File: config.mk
export PLATFORM = sky130hd
export DESIGN_NAME = apb_uart_master
export DESIGN_NICKNAME = d
export VERILOG_FILES = /design/src/rtl/apb_uart_pkg.sv /design/src/rtl/apb_wait_timer.sv /design/src/rtl/apb_uart_master.sv
export SDC_FILE = /design/constraint.sdc
export NUM_CORES = 1
export LEC_CHECK = 0
export CORE_MARGIN = 2
export CORE_UTILIZATION = 29
export DETAILED_ROUTE_END_ITERATION = 8
export PLACE_DENSITY = 0.65
export SLEW_MARGIN = 5
export SYNTH_ARGS = -nofsm -noshare
export SYNTH_HDL_FRONTEND = slang
export SYNTH_SLANG_ARGS = --single-unit
export TNS_END_PERCENT = 50
File: constraint.sdc
create_clock -name PCLK -period 4.3 [get_ports PCLK]
set_clock_uncertainty 0.1 [all_clocks]
set_input_delay 0.645 -clock PCLK [delete_from_list [all_inputs] [get_ports PCLK]]
set_output_delay 0.645 -clock PCLK [all_outputs]
set_load 0.1 [all_outputs]
File: src/rtl/apb_uart_pkg.sv
// Shared definitions for the APB UART master and its helpers.
//   - Register address map of the downstream apb_uart_wrapper.
//   - Master FSM state encoding.
//   - Default bus and timeout widths.
package apb_uart_pkg;

  // Register map
  localparam int unsigned CTRL_REG_ADDR  = 32'h0;
  localparam int unsigned STATS_REG_ADDR = 32'h1;
  localparam int unsigned TX_DATA_ADDR   = 32'h2;
  localparam int unsigned RX_DATA_ADDR   = 32'h3;
  localparam int unsigned BAUDIV_ADDR    = 32'h4;

  // Default widths and limits
  localparam int unsigned DefPaddrWidth   = 32;
  localparam int unsigned DefPwdataWidth  = 32;
  localparam int unsigned DefPrdataWidth  = 32;
  localparam int unsigned DefAddrLimit    = BAUDIV_ADDR;
  localparam int unsigned DefTimeoutCyc   = 16;
  localparam int unsigned DefToCntWidth   = 8;

  typedef enum logic [1:0] {
    StIdle,
    StSetup,
    StAccess,
    StDecErr
  } apb_state_e;

endpackage

File: src/rtl/apb_wait_timer.sv
// Stall counter for the APB ACCESS phase.
//   clk    : clock
//   rst_n  : asynchronous active-low reset
//   clear  : zero the count (wins over enable)
//   enable : count one stall cycle at this edge
//   expire : this enabled edge brings the count to LIMIT (never when LIMIT = 0)
module apb_wait_timer #(
  parameter int unsigned LIMIT = 16,
  parameter int unsigned WIDTH = 8
) (
  input  logic clk,
  input  logic rst_n,
  input  logic clear,
  input  logic enable,
  output logic expire
);

  localparam logic [WIDTH-1:0] LimitM1 = WIDTH'(LIMIT - 1);

  logic [WIDTH-1:0] cnt_q;

  always_ff @(posedge clk or negedge rst_n) begin
    if (!rst_n) begin
      cnt_q <= '0;
    end else if (clear) begin
      cnt_q <= '0;
    end else if (enable) begin
      cnt_q <= cnt_q + 1'b1;
    end
  end

  // Combinational so the FSM can abort on the same edge the count reaches LIMIT.
  assign expire = (LIMIT != 0) && enable && (cnt_q == LimitM1);

endmodule

File: src/rtl/apb_uart_master.sv
// Single-outstanding APB3 master in front of apb_uart_wrapper.
//   PCLK, PRESETn          : clock, asynchronous active-low reset
//   req_valid/ready/write/addr/wdata : request handshake from the host side
//   rsp_valid/rdata/err/timeout      : one-cycle response pulse, no backpressure
//   PADDR..PWDATA (out), PRDATA/PREADY/PSLVERR (in) : APB3 master port
// Addresses above ADDR_LIMIT are answered locally with a decode error; an ACCESS
// phase stalled for TIMEOUT_CYCLES is aborted with rsp_timeout set.
module apb_uart_master
  import apb_uart_pkg::*;
#(
  parameter int unsigned PADDR_WIDTH    = DefPaddrWidth,
  parameter int unsigned PWDATA_WIDTH   = DefPwdataWidth,
  parameter int unsigned PRDATA_WIDTH   = DefPrdataWidth,
  parameter int unsigned ADDR_LIMIT     = DefAddrLimit,
  parameter int unsigned TIMEOUT_CYCLES = DefTimeoutCyc,
  parameter int unsigned TO_CNT_WIDTH   = DefToCntWidth
) (
  input  logic                    PCLK,
  input  logic                    PRESETn,
  input  logic                    req_valid,
  output logic                    req_ready,
  input  logic                    req_write,
  input  logic [PADDR_WIDTH-1:0]  req_addr,
  input  logic [PWDATA_WIDTH-1:0] req_wdata,
  output logic                    rsp_valid,
  output logic [PRDATA_WIDTH-1:0] rsp_rdata,
  output logic                    rsp_err,
  output logic                    rsp_timeout,
  output logic [PADDR_WIDTH-1:0]  PADDR,
  output logic                    PSEL,
  output logic                    PENABLE,
  output logic                    PWRITE,
  output logic [PWDATA_WIDTH-1:0] PWDATA,
  input  logic [PRDATA_WIDTH-1:0] PRDATA,
  input  logic                    PREADY,
  input  logic                    PSLVERR
);

  apb_state_e state_q, state_d;

  logic [PADDR_WIDTH-1:0]  paddr_d;
  logic [PWDATA_WIDTH-1:0] pwdata_d;
  logic                    pwrite_d;
  logic                    rsp_valid_d, rsp_err_d, rsp_timeout_d;
  logic [PRDATA_WIDTH-1:0] rsp_rdata_d;
  logic                    timer_clear, timer_en, timer_expire;

  apb_wait_timer #(
    .LIMIT (TIMEOUT_CYCLES),
    .WIDTH (TO_CNT_WIDTH)
  ) u_wait_timer (
    .clk    (PCLK),
    .rst_n  (PRESETn),
    .clear  (timer_clear),
    .enable (timer_en),
    .expire (timer_expire)
  );

  always_comb begin
    state_d       = state_q;
    paddr_d       = PADDR;
    pwdata_d      = PWDATA;
    pwrite_d      = PWRITE;
    rsp_valid_d   = 1'b0;
    rsp_rdata_d   = rsp_rdata;
    rsp_err_d     = rsp_err;
    rsp_timeout_d = rsp_timeout;
    timer_clear   = 1'b0;
    timer_en      = 1'b0;

    case (state_q)
      StIdle: begin
        if (req_valid && req_ready) begin
          paddr_d  = req_addr;
          pwdata_d = req_wdata;
          pwrite_d = req_write;
          if (req_addr > PADDR_WIDTH'(ADDR_LIMIT)) begin
            state_d = StDecErr;
          end else begin
            state_d     = StSetup;
            timer_clear = 1'b1;
          end
        end
      end
      StSetup: state_d = StAccess;
      StAccess: begin
        // Completion has priority over a timeout reached on the same edge.
        if (PREADY) begin
          state_d       = StIdle;
          rsp_valid_d   = 1'b1;
          rsp_err_d     = PSLVERR;
          rsp_timeout_d = 1'b0;
          rsp_rdata_d   = PWRITE ? '0 : PRDATA;
        end else begin
          timer_en = 1'b1;
          if (timer_expire) begin
            state_d       = StIdle;
            rsp_valid_d   = 1'b1;
            rsp_err_d     = 1'b1;
            rsp_timeout_d = 1'b1;
            rsp_rdata_d   = '0;
          end
        end
      end
      StDecErr: begin
        state_d       = StIdle;
        rsp_valid_d   = 1'b1;
        rsp_err_d     = 1'b1;
        rsp_timeout_d = 1'b0;
        rsp_rdata_d   = '0;
      end
      default: state_d = StIdle;
    endcase
  end

  // Every output is registered from the next state so it changes only at PCLK edges.
  always_ff @(posedge PCLK or negedge PRESETn) begin
    if (!PRESETn) begin
      state_q     <= StIdle;
      req_ready   <= 1'b1;
      PSEL        <= 1'b0;
      PENABLE     <= 1'b0;
      PADDR       <= '0;
      PWDATA      <= '0;
      PWRITE      <= 1'b0;
      rsp_valid   <= 1'b0;
      rsp_rdata   <= '0;
      rsp_err     <= 1'b0;
      rsp_timeout <= 1'b0;
    end else begin
      state_q     <= state_d;
      req_ready   <= (state_d == StIdle);
      PSEL        <= (state_d == StSetup) || (state_d == StAccess);
      PENABLE     <= (state_d == StAccess);
      PADDR       <= paddr_d;
      PWDATA      <= pwdata_d;
      PWRITE      <= pwrite_d;
      rsp_valid   <= rsp_valid_d;
      rsp_rdata   <= rsp_rdata_d;
      rsp_err     <= rsp_err_d;
      rsp_timeout <= rsp_timeout_d;
    end
  end

endmodule

# After elaboration in Yosys (flattened, before gate mapping)
# Index checks and enable logic that the tools add are counted.
# Widths: inputs -> output; s select.
[totals] reg_bits=113 in_bits=102 out_inout_bits=103 word_cells=54
[classes] addsub=1 n_lt_le_gt_ge=1 eq_ne=7 muxes=24 reduce_logical=9
[op_table] cell="$mux 32" n=3
[op_table] cell="$pmux 32 s2" n=1
[op_table] cell="$gt 32x3->1 const B" n=1
[op_table] cell="$mux 8" n=2
[op_table] cell="$mux 1" n=10
[op_table] cell="$add 8x1->8 const B" n=1
[op_table] cell="$eq 8x4->1 const B" n=1
[op_table] cell="$mux 2" n=4
[op_table] cell="$pmux 2 s4" n=1
[op_table] cell="$eq 2x2->1 const B" n=3
[op_table] cell="$pmux 1 s2" n=3
[op_table] cell="$eq 2x1->1 const B" n=2
[op_table] cell="$logic_not 2->1" n=2
[op_table] cell="$reduce_and 2->1" n=2
[op_table] cell="$reduce_bool 2->1" n=2
[op_table] cell="$ne 3x3->1 const B" n=1
[op_table] cell="$logic_and 1x1->1" n=2
[op_table] cell="$logic_or 1x1->1" n=1

# Logic depth before layout (Yosys ltp)
# Gate-level depths: netlist (run 1).
[logic_depth] ltp_word=8 mapped_depth=9 ltp_nobuf=6

# Cells and area by module
# Synthesis (run 1) repeated with hierarchy kept, for this count alone.
[hier_totals] cells_unflattened=363 hier_area_um2=4682.0
[by_module_without_submodules] mod="apb_uart_master" instances=1 cells_each=323 area_each_um2=4267.8 seq_area_each_um2=2628.8
[by_module_without_submodules] mod="apb_wait_timer" instances=1 cells_each=40 area_each_um2=414.1 seq_area_each_um2=200.2

# Worst setup path after synthesis (run 1)
# No wires, ideal clock.
[synth_timing] path_kind="register to register" start="register req_ready" end="register PSEL" setup_time_ps=126 arrival_time_ps=1903 required_ps=4074 path_slack_ps=2171 stages_incl_launch_ff=7 period_less_slack_ps=2129 cell_sequence="dfstp_2 > and3_1 > clkbuf_1 > inv_2 > buf_2 > o21a_1 > ha_1"
[synth_via] elab_chain_cells=5 word_cells_on_any_way=6 classes_between="eq/ne: 2; mux: 2; reduce/logical: 2"
[synth_rtl] element="from (decl)" line="apb_uart_master.sv:21" text="output logic req_ready,"
[synth_rtl] element="from (signal assigned)" line="apb_uart_master.sv:132" text="req_ready <= (state_d == StIdle);"
[synth_rtl] element="$logic_and 1x1->1 (*)" line="apb_uart_master.sv:73" text="if (req_valid && req_ready) begin"
[synth_rtl] element="$mux 2 (*)" line="apb_uart_master.sv:73"
[synth_rtl] element="$pmux 2 s4 (*)" line="apb_uart_master.sv:71" text="case (state_q)"
[synth_rtl] element="$eq 2x1->1 / $eq 2x2->1 (equally long branches)" line="apb_uart_master.sv:133" text="PSEL <= (state_d == StSetup) || (state_d == StAccess);"
[synth_rtl] element="$logic_or 1x1->1 (*)" line="apb_uart_master.sv:133"
[synth_rtl] element="to (signal assigned)" line="apb_uart_master.sv:133"
[synth_rtl] element="to (decl)" line="apb_uart_master.sv:30" text="output logic PSEL,"
# Mark *: on every way between the ends. The rest lies on a longest branch, timed or not.
# A chain may end at the register's enable or synchronous reset.

# Worst setup path after layout (run 1)
[layout_timing] start="register req_ready" end="output port req_ready"
# No word-level cell between the ends.

==> results of run 1 <==
-- layout by cell type (no fill, tap or decap), types with 2 or more instances in the layout --
cell               n
nor4_1             6
nor2_1            14
inv_2              2
xnor2_1            5
clkbuf_16         17
mux2i_1           32
bufinv_16          5
clkinvlp_4         3
xor2_1             2
nand3_1            5
inv_1             34
o21ai_0            2
clkbuf_8           3
nor3_1             4
clkdlybuf4s50_1  203
nand2_1          233
nor4_4             2
clkbuf_1           3
a21oi_1            2
buf_4              5
dfrtp_1          112
ha_1               3
-- layout make-up --
cell class / count / area [um2] / area share (%)
timing repair buffer: 209 / 2090 / 27.5
multi-input combinational: 321 / 1610 / 21.2
clock buffer: 23 / 478 / 6.30
inverter: 36 / 135 / 1.78
tap: 216 / 270 / 3.56
clock inverter: 9 / 178 / 2.34
sequential: 113 / 2830 / 37.3
-- final timing paths --
path / startpoint / end / cells past startpoint
max: req_ready / req_ready / 1
min: PRESETn / rsp_rdata[21] / 1
max reg2reg: state_q[1] / PWDATA[17] / 6
min reg2reg: PWDATA[4] / PWDATA[4] / 2
max in group asynchronous: PRESETn / req_ready / 2
min in group PCLK: PWDATA[4] / PWDATA[4] / 2
-- cell families after synthesis --
family,count (synthesis),share of synthesized area (%)
flops,113,60.3
simple gates,269,23.4
xor+xnor,7,1.31
compound gates,10,1.79
buf+inv,60,5.60
mux,32,6.83
fa+ha+maj,3,0.800
-- per-stage QoR --
| stage | cell area, um2 | std cells | utilization, % |
|---|---|---|---|
| finish | 7590 | 927 | 48.0 |
| global route | 7590 | 927 | 48.0 |
| global placement | 6940 | 895 | 43.8 |
| floorplan | 4690 | 494 | - |
| detailed placement | 6940 | 895 | 43.8 |
| CTS | 7590 | 927 | 48.0 |
-- state kept, by name, indices dropped and copies added (netlist names) --
signal / cells
u_wait_timer.cnt_q: 8
rsp_valid: 1
rsp_timeout: 1
req_ready: 1
PADDR: 32
rsp_err: 1
PENABLE: 1
PSEL: 1
rsp_rdata: 32
PWDATA: 32
PWRITE: 1
state_q: 2
-- routing by layer --
metal,track usage [%],wire length [um],share of wire [%]
met2,25.4,6120,47
met4,6.46,280,2.2
met1,19.3,5580,43
met5,0,0,0
met3,5.94,980,7.6
==> impl_results.md, run 1 <==
* Reg-to-reg slack, setup at between 2 and 2.5 ns
* Post-synthesis cell area at 0.00469 mm2
* CTS clock-pin slew for the worst setup and hold paths at 0.05 ns
* Syn_nets at ~600
* # resized after CTS at 0
* I/O Pins at 205
* Via count at 3955
* Synth warnings at 0
* First-pass GRT wire length at roughly 22 mm
* FMAX at 353 MHz
* Number of nets in the layout at 803
* H-tree depth at 4
* Clock Tree Root: clkbuf_16
* Die area at 0.0172 mm2
* Async SR Flop Fraction at 100%
* Hold_buf cts at 0
* Antenna diode count at 0
* Pin count of the biggest net entering global routing at 69
* Final WS setup at 1.47 ns
* Seq/Total Area, Yosys at between 60% and 70%
* Delay of the slowest critical-path stage at 1.13 ns
* Most common flop cell mapped by yosys: dfrtp_1
* # Post-CTS Setup Buffers at 0
* Slowest stage cell, crit path: clkdlybuf4s50_1
* Detailed Place HPWL at 9.21 mm
* Slew HR at 31.7%
* Min-Delay Path Class: in -> async
* Fin crit share at 65.8%
* Syn_area_per_cell at approximately 9.5 um2
* Synth Register Bits at 113
* RSZ-0062 raised after global routing: false
* Clock Latency Late Sink at 0.41 ns
* Total gr overflow at 0
* Clk buf depth at 2
* Netlist cell types at 32
* Core footprint at about 0.016 mm2
* Max Slew Vio Count at 0
* CP arrival at 2.09 ns
* Vias in the first global route at 4264
* Cells after Synth at 494
* Critical path, cell by cell: clkdlybuf4s50_1
* IO buf count at 204
* Initial core utilization at 29.6%
* Routed WL per cell at about 14 um
* Number of remaining DRC errors at 0
* Fin. Hold Viols at 0
* Total global-route track usage at between 10% and 20%
* CP endpoint kind: output port
* Post-synth EDFFs at 0
* Remaining antenna violation count at 0
* Post-place setup slack at between 1 and 1.5 ns
* Rows at 46
* Worst-Margin Slew at a little over 1 ns
* Synth top area cells: dfrtp_1 (60%), nand2_1 (19%), mux2i_1 (6.8%), inv_1 (2.7%), nor2_1 (1.1%)
* Die width at 131 um
* Req. time, crit path at between 3 and 4 ns
* TritonCTS Buffers at 17
* Commonest cells post-synth: nand2_1 (233), dfrtp_1 (112), inv_1 (34), mux2i_1 (32), nor2_1 (14)
* Fillers at roughly 1500
* Layout overhead on the synthesized area at 61.9%
* Final GP Congestion at 0.787
* Kind of critical path: reg -> out
* Final WL at 13.0 mm
* Final setup violation count at 0
* Outcome: complete, no violations
* Antenna violations before repair at 0
* Clk sinks at around 110
* Final min period at 2.83 ns
* Nature of the critical path startpoint: flop
* Cell taking the most area after synthesis: dfrtp_1
* Worst path bufs/invs at 1
* First-pass DRT Iterations at 4
* Die height at roughly 130 um
* Number of DRC markers in iteration 0 at between 150 and 200
* Hold Slack at 0.258 ns
* Fraction of layout cells with a size suffix above 1 at 6.33%
* Max-cap violations at 0
* TNS Setup at 0 ns
* Most common cell in the synthesized netlist: nand2_1
* Proportion of netlist area held by the largest area contributor at between 50 and 60%
* CP max FO at 2
* DR vias/cell at 4.27
* Family with the most delay on the worst path: buffers and inverters
* TritonCTS clock tree: yes
Power of run 1 is left out: the tool's default activity adds up to more than one toggle a clock period on the data nets, which glitch-free logic cannot reach.
==> run 2: changes to the inputs <==
Clock period 4.3 ns to 2.73 ns, I/O delays scaled along.
==> impl_results.md, run 2 (same netlist as run 1, synthesis figures left out) <==
* TNS Setup at 0 ns (unchanged)
* Routed WL per cell at 13.9 um (-0.29%)
* Layout overhead on the synthesized area at 57.2%
* CTS clock-pin slew for the worst setup and hold paths at 0.05 ns (about the same)
* # Post-CTS Setup Buffers at 0 (unchanged)
* First-pass DRT Iterations at 4 (unchanged)
* DR vias/cell at 4.30 (+0.89%)
* Detailed Place HPWL at 9.46 mm (+2.7%)
* CP arrival at 2.29 ns (+0.20 ns)
* Fraction of layout cells with a size suffix above 1 at 21.3% (+15 points)
* First-pass GRT wire length at 21.7 mm (-0.29%)
* Die area at 0.0172 mm2 (unchanged)
* Max Slew Vio Count at 0 (unchanged)
* Outcome: complete, no violations
* Worst-Margin Slew at 0.725 ns (-0.296 ns)
* Most common cell after layout, fill and taps aside: nand2_1
* Final GP Congestion at 0.781 (-0.81%)
* Core footprint at 0.0158 mm2 (unchanged)
* Final WL at 13.0 mm (about the same)
* Kind of critical path: in -> reg
* Final setup violation count at 0 (unchanged)
* Rows at 46 (unchanged)
* Fin. Hold Viols at 0 (unchanged)
* Nature of the critical path startpoint: input port
* Die width at 131 um (unchanged)
* TritonCTS Buffers at 17 (unchanged)
* CP endpoint kind: flop
* Antenna diode count at 0 (unchanged)
* TritonCTS clock tree: yes
* Number of DRC markers in iteration 0 at 152 (-10%)
* Clock Tree Root: clkbuf_16
* Number of remaining DRC errors at 0 (unchanged)
* Fin crit share at 77.2%
* Max-cap violations at 0 (unchanged)
* Largest regs: PADDR (32), PWDATA (32), rsp_rdata (32)
* I/O Pins at 205 (unchanged)
* Die height at 131 um (unchanged)
* Total gr overflow at 0 (unchanged)
* FMAX at 474 MHz
* Remaining antenna violation count at 0 (unchanged)
* RSZ-0062 raised after global routing: false
* Clk buf depth at 2 (unchanged)
* Slew HR at 51.7% (+20 points)
* CP max FO at 2 (unchanged)
* Antenna violations before repair at 0 (unchanged)
* Vias in the first global route at 4207 (-1.3%)
* Pin count of the biggest net entering global routing at 67 (-2.9%)
* Total global-route track usage at 15.8% (-0.080 points)
* Number of nets in the layout at 807 (+0.50%)
* Min-Delay Path Class: reg -> reg
* H-tree depth at 4 (unchanged)
* Initial core utilization at 29.6% (unchanged)
* Req. time, crit path at 2.92 ns (-0.64 ns)
* Via count at 4003 (+1.2%)
* Final min period at 2.11 ns
* Clk sinks at 113 (unchanged)
* Most frequent cells in the layout: nand2_1 (233), dfrtp_1 (112), buf_4 (110), clkdlybuf4s50_1 (100), inv_1 (34)
* IO buf count at 204 (unchanged)
* Clock Latency Late Sink at 0.40 ns (about the same)
-- run 2: cell type report --
type / count / area, um2
clock buffer: 23 / 498
clock inverter: 8 / 150
fill: 1512 / 8460
inverter: 36 / 135
multi-input combinational: 321 / 1610
sequential: 113 / 2830
tap: 216 / 270
timing repair buffer: 213 / 1880
-- run 2: critical path, stage by stage --
cell	delay, ns
clkdlybuf4s50_1	0.42
nor4_1	0.51
nand4_1	0.27
nor3_1	0.31
o21ai_0	0.14
ha_1	0.23
-- run 2: routing by layer --
layer	track usage [%]	vias to the layer above	share of wire (%)
li1	-	1946	-
met1	18.9	1895	43
met2	26.0	144	48
met3	5.25	18	6.6
met4	6.52	0	1.9
met5	0	-	0
-- run 2: worst paths after layout --
kind                                   start            end  slack [ns]  cells past startpoint
worst max-delay path            req_addr[19]        PENABLE        0.62                      6
worst min-delay path               PWDATA[2]      PWDATA[2]        0.37                      2
worst max register to register    state_q[1]           PSEL        0.66                      5
worst min register to register     PWDATA[2]      PWDATA[2]        0.37                      2
max in group asynchronous            PRESETn      PWDATA[7]        1.31                      3
min in group asynchronous            PRESETn  rsp_rdata[24]        0.52                      2
-- run 2: stage by stage --
stage | instance area [um2] | util (%) | worst slack (ns) | hold slack (ns) | std cells
finish | 7370 | 46.6 | 0.622 | 0.370 | 930
global route | 7370 | 46.6 | 0.498 | 0.398 | 930
CTS | 7370 | 46.6 | 0.606 | 0.378 | 930
detailed placement | 6710 | 42.4 | 0.173 | 0.363 | 898
global placement | 6710 | 42.4 | 0.205 | 0.360 | 898
floorplan | 4690 | - | 0.601 | 0.0139 | 494
-- run 2: repair_timing --
item / in CTS / in global routing
resized for setup: 0 / 0
endpoints found under the hold margin: 53 / 0
hold buffers: 1 / 0
setup endpoints to repair: 0 / 0
Power of run 2 is left out for the same reason.
